--- config.mk ---
export PLATFORM = sky130hd
export DESIGN_NAME = msd_seq_ctrl
export DESIGN_NICKNAME = d
export VERILOG_FILES = /design/src/rtl/msd_pkg.sv /design/src/rtl/msd_sub_step.sv /design/src/rtl/msd_seq_ctrl.sv
export SDC_FILE = /design/constraint.sdc
export NUM_CORES = 1
export LEC_CHECK = 0
export ABC_AREA = 1
export CAP_MARGIN = 10
export CELL_PAD_IN_SITES_DETAIL_PLACEMENT = 1
export CELL_PAD_IN_SITES_GLOBAL_PLACEMENT = 1
export CORE_ASPECT_RATIO = 0.9
export CORE_MARGIN = 10
export CORE_UTILIZATION = 44
export DETAILED_ROUTE_END_ITERATION = 8
export DONT_BUFFER_PORTS = 1
export PLACE_DENSITY_LB_ADDON = 0.15
export SLEW_MARGIN = 10
export SYNTH_ARGS = -nofsm -noshare
export SYNTH_HDL_FRONTEND = slang
export SYNTH_SLANG_ARGS = --single-unit
--- constraint.sdc ---
create_clock -name clk -period 1.65 [get_ports clk]
set_input_delay 0.2475 -clock clk [delete_from_list [all_inputs] [get_ports clk]]
set_output_delay 0.2475 -clock clk [all_outputs]
set_load 0.02 [all_outputs]
--- src/rtl/msd_pkg.sv ---
// Shared types and constants for the sequential tens/units splitter.
// Holds the FSM state encoding and the decimal digit constants.
package msd_pkg;

    typedef enum logic [1:0] {
        IDLE = 2'd0,
        SUB  = 2'd1,
        DONE = 2'd2
    } msd_state_t;

    localparam int TEN     = 10;
    localparam int DIGIT_W = 4;

endpackage : msd_pkg

--- src/rtl/msd_sub_step.sv ---
// One conditional subtract-ten step of the splitter.
// rem_next equals rem-10 when rem>=10, otherwise rem unchanged.
module msd_sub_step
    import msd_pkg::*;
#(
    parameter int WIDTH = 5
) (
    input  logic [WIDTH-1:0] i_rem,
    output logic [WIDTH-1:0] o_rem_next,
    output logic             o_ge10
);

    localparam logic [WIDTH-1:0] TEN_W = WIDTH'(TEN);

    logic w_ge10;

    assign w_ge10     = (i_rem >= TEN_W);
    assign o_ge10     = w_ge10;
    assign o_rem_next = w_ge10 ? (i_rem - TEN_W) : i_rem;

endmodule : msd_sub_step

--- src/rtl/msd_seq_ctrl.sv ---
// Sequential tens/units splitter: subtracts ten once per clock and hands
// tens, units and the most-significant decimal digit to the sink.
module msd_seq_ctrl
    import msd_pkg::*;
#(
    parameter int WIDTH = 5
) (
    input  logic               clk,
    input  logic               rst,
    input  logic               in_valid,
    output logic               in_ready,
    input  logic [WIDTH-1:0]   in_value,
    output logic               out_valid,
    input  logic               out_ready,
    output logic [DIGIT_W-1:0] tens,
    output logic [DIGIT_W-1:0] units,
    output logic [DIGIT_W-1:0] msd,
    output logic               busy
);

    msd_state_t         r_state;
    logic [WIDTH-1:0]   r_rem;
    logic [DIGIT_W-1:0] r_tcnt;
    logic [DIGIT_W-1:0] r_tens;
    logic [DIGIT_W-1:0] r_units;
    logic [DIGIT_W-1:0] r_msd;
    logic               r_out_valid;

    logic [WIDTH-1:0]   w_rem_next;
    logic               w_ge10;

    msd_sub_step #(
        .WIDTH (WIDTH)
    ) u_sub_step (
        .i_rem      (r_rem),
        .o_rem_next (w_rem_next),
        .o_ge10     (w_ge10)
    );

    always_ff @(posedge clk) begin
        if (rst) begin
            r_state     <= IDLE;
            r_rem       <= '0;
            r_tcnt      <= '0;
            r_tens      <= '0;
            r_units     <= '0;
            r_msd       <= '0;
            r_out_valid <= 1'b0;
        end else begin
            case (r_state)
                IDLE: begin
                    if (in_valid) begin
                        r_rem   <= in_value;
                        r_tcnt  <= '0;
                        r_state <= SUB;
                    end
                end
                SUB: begin
                    if (w_ge10) begin
                        r_rem  <= w_rem_next;
                        r_tcnt <= r_tcnt + 1'b1;
                    end else begin
                        // rem<10 here, so its low nibble is the units digit
                        r_tens      <= r_tcnt;
                        r_units     <= r_rem[DIGIT_W-1:0];
                        r_msd       <= (r_tcnt != '0) ? r_tcnt : r_rem[DIGIT_W-1:0];
                        r_out_valid <= 1'b1;
                        r_state     <= DONE;
                    end
                end
                DONE: begin
                    if (out_ready) begin
                        r_out_valid <= 1'b0;
                        r_state     <= IDLE;
                    end
                end
                default: begin
                    r_out_valid <= 1'b0;
                    r_state     <= IDLE;
                end
            endcase
        end
    end

    // Handshake flags depend on state only, never on in_valid/out_ready.
    assign in_ready  = (r_state == IDLE);
    assign busy      = (r_state == SUB) || (r_state == DONE);
    assign out_valid = r_out_valid;
    assign tens      = r_tens;
    assign units     = r_units;
    assign msd       = r_msd;

endmodule : msd_seq_ctrl
==> flow_summary.ini <==
[cells_and_area]
nFillCells = 357
area_growth_pct = 11.6
nets = 194
drive_gt1_share_pct = 23.0
stdcell_count = 218
fin_area_um2 = 1410
num_antenna_cells = 0

[yosys]
synthCells = 172
synth.distinct_cells = 22
ys_top_cells_by_area = dfxtp_1 38%, nand2_1 12%, a21oi_2 8.3%
synth-seq-area-share_pct = 37.9
synth-main-ff-cell = dfxtp_1
synth_top_area_cell = dfxtp_1
synth_top_area_share_pct = 37.9
synth_seq_cells = 24
synth_edf_count = 0
synth.cell_area_um2 = 1270
syn-num-nets = 187
yosysMostFrequentCell = nand2_1
yosysWarnings = 0
synthTopCellsByCount = 42 x nand2_1, 24 x dfxtp_1, 17 x nor2_1
avgSynthCellArea_um2 = 7.36
ys_async_sr_fraction_pct = 0

[route]
drc = 0
wl_um = 3190
drtAntennaViolNets = 0
dr.pass1.iters = 4
drt_iter0_drc = 32
wire_per_inst_um = 14.6
num_vias = 1103
wl_met3_um = 223
wl_met1_um = 1410
routed.top_layer = met4
via_per_inst = 5.06
dr_wl_met2_um = 1510

[timing]
max_slew_margin_pct = 49.2
fmax_ghz = 0.652
setup_violations = 0
slew_violations = 0
setup_tns_ns = 0
worstMarginPinSlew_ns = 0.760
fin_crit_ns = 1.53
hold_violations = 0
rsz0062_at_grt = yes
worst_clock_skew_ns = 0.00484
period_share_pct = 92.9

[clocking]
cts_tree = yes
cts_max_path_buffers = 2
clk_latency_ns = 0.32
postCtsSetupBuffers = 0
clk_pin_slew_ns = 0.14
ctsRootBufferMaster = clkbuf_4
cts-buffers-inserted = 3
clock-sinks = 24
cts.htree.levels = 1

[critical_path]
r2r-end = r_tcnt[0]
required_ns = 1.89
critPathCapture = r_tcnt[0]
endpoint_kind = flop
startpoint = r_rem[2]
crit_path_start_kind = flop
regToRegStartpoint = r_rem[2]
reg2regPathDepth = 9
cp_max_fo = 10
reg2reg_slack_ns = 0.12
crit_arrival_ns = 1.77
criticalPathCategory = reg -> reg

[floorplan]
start_util_pct = 46.1
rows = 18
die_width_um = 76.5
die-area_um2 = 5430
io-pin-count = 24
die_h_um = 70.9
fp.coreArea_um2 = 2750

[hold_path]
min_from = in_value[0]
hold_path.class = in -> reg

[run_status]
status = completed

[placed_design]
port_buffers = 0
place.detailed.hpwl_um = 2450
placed_area_um2 = 1320
routabilityCongestion = 0.927
place_inst = 213

[grt]
antenna_found_initial = 0
grt_usage_pct = 12.0
overflow = 0
grt_pass1_vias = 1145
grt_pass1_wl_um = 5410
grt_max_degree = 15

[pwr]
p_per_area_nw_per_um2 = 1870
cellLeakagePower_nw = 0.569
vdd_drop_max_mv = 0.876

[job]
maxCapViolations = 0
-- what timing repair did --
| item | CTS | global route |
|---|---|---|
| resized for setup | 0 | 5 |
| hold endpoints to repair | 14 | 0 |
| endpoints found under the setup margin | 0 | 19 |
| hold buffers | 1 | 0 |
-- kinds of logic after synthesis --
kind of cell,share of synthesized area [%]
AO/OA/AOI/OAI,16.6
XOR/XNOR,0.692
adder cells (fa/ha/maj),5.93
buffers and inverters,9.29
flip-flops,37.9
AND/OR/NAND/NOR,29.5
-- metal layers --
| layer | vias up | track usage [%] |
|---|---|---|
| met5 | - | 0 |
| met4 | 0 | 3.51 |
| met3 | 4 | 4.80 |
| met2 | 22 | 21.2 |
| met1 | 522 | 13.0 |
| li1 | 555 | - |
-- area by class of cell --
class / count / area (um^2) / area share, %
Sequential cell: 24 / 480 / 34.0
Clock buffer: 3 / 22.5 / 1.59
Inverter: 22 / 87.6 / 6.20
Multi-Input combinational cell: 122 / 694 / 49.2
Tap cell: 40 / 50.0 / 3.54
Timing Repair Buffer: 6 / 47.5 / 3.37
Clock inverter: 1 / 30.0 / 2.13
-- registers in the layout, summed over array words and instances, names as in the netlist --
register   count
r_rem          5
r_state        2
msd            4
units          4
tens           4
r_tcnt         4
out_valid      1
-- layout by cell type (no fill, tap or decap), types with 2 or more instances in the layout --
cell,instances
nand2_2,11
nor2_1,17
nand2_1,42
a21oi_1,9
buf_4,5
clkinv_1,2
o21ai_1,3
nand3_1,6
a21oi_2,10
inv_1,15
nand4_1,3
a21oi_4,2
inv_2,3
clkbuf_4,3
o21ai_0,9
ha_1,5
dfxtp_1,24
-- worst min path at each step --
stage | end | depth (start not counted)
2_1_floorplan | msd[3] | 1
3_3_place_gp | units[0] | 1
3_5_place_dp | units[1] | 1
4_1_cts | r_rem[0] | 2
5_1_grt | r_rem[0] | 2
6_report | r_rem[0] | 2
-- worst max-delay path, cell delays in order (launching register included) --
cell and delay, ns:
dfxtp_1 0.34, inv_1 0.10, ha_1 0.17, inv_1 0.08, a21oi_4 0.17, nand3_4 0.17
nand2_8 0.14, clkinv_2 0.09, nor2_1 0.12, nor2_1 0.06
-- metrics by stage --
stage / power [mW] / setup slack, ns / hold WS [ns] / utilization, %
2_1_floorplan: 1.84 / 0.193 / 0.310 / -
3_3_place_gp: 2.07 / 0.103 / 0.313 / 48.0
3_5_place_dp: 2.13 / 0.0450 / 0.314 / 48.0
4_1_cts: 2.58 / 0.0161 / 0.118 / 50.3
5_1_grt: 2.87 / -0.00806 / 0.128 / 51.4
6_report: 2.65 / 0.117 / 0.124 / 51.4
-- power by group --
| group | switching [mW] | internal [mW] |
|---|---|---|
| Sequential | 0.169 | 0.707 |
| Combinational | 0.885 | 0.452 |
| Clock | 0.188 | 0.246 |
No activity file was read; power rests on OpenSTA's default activity.
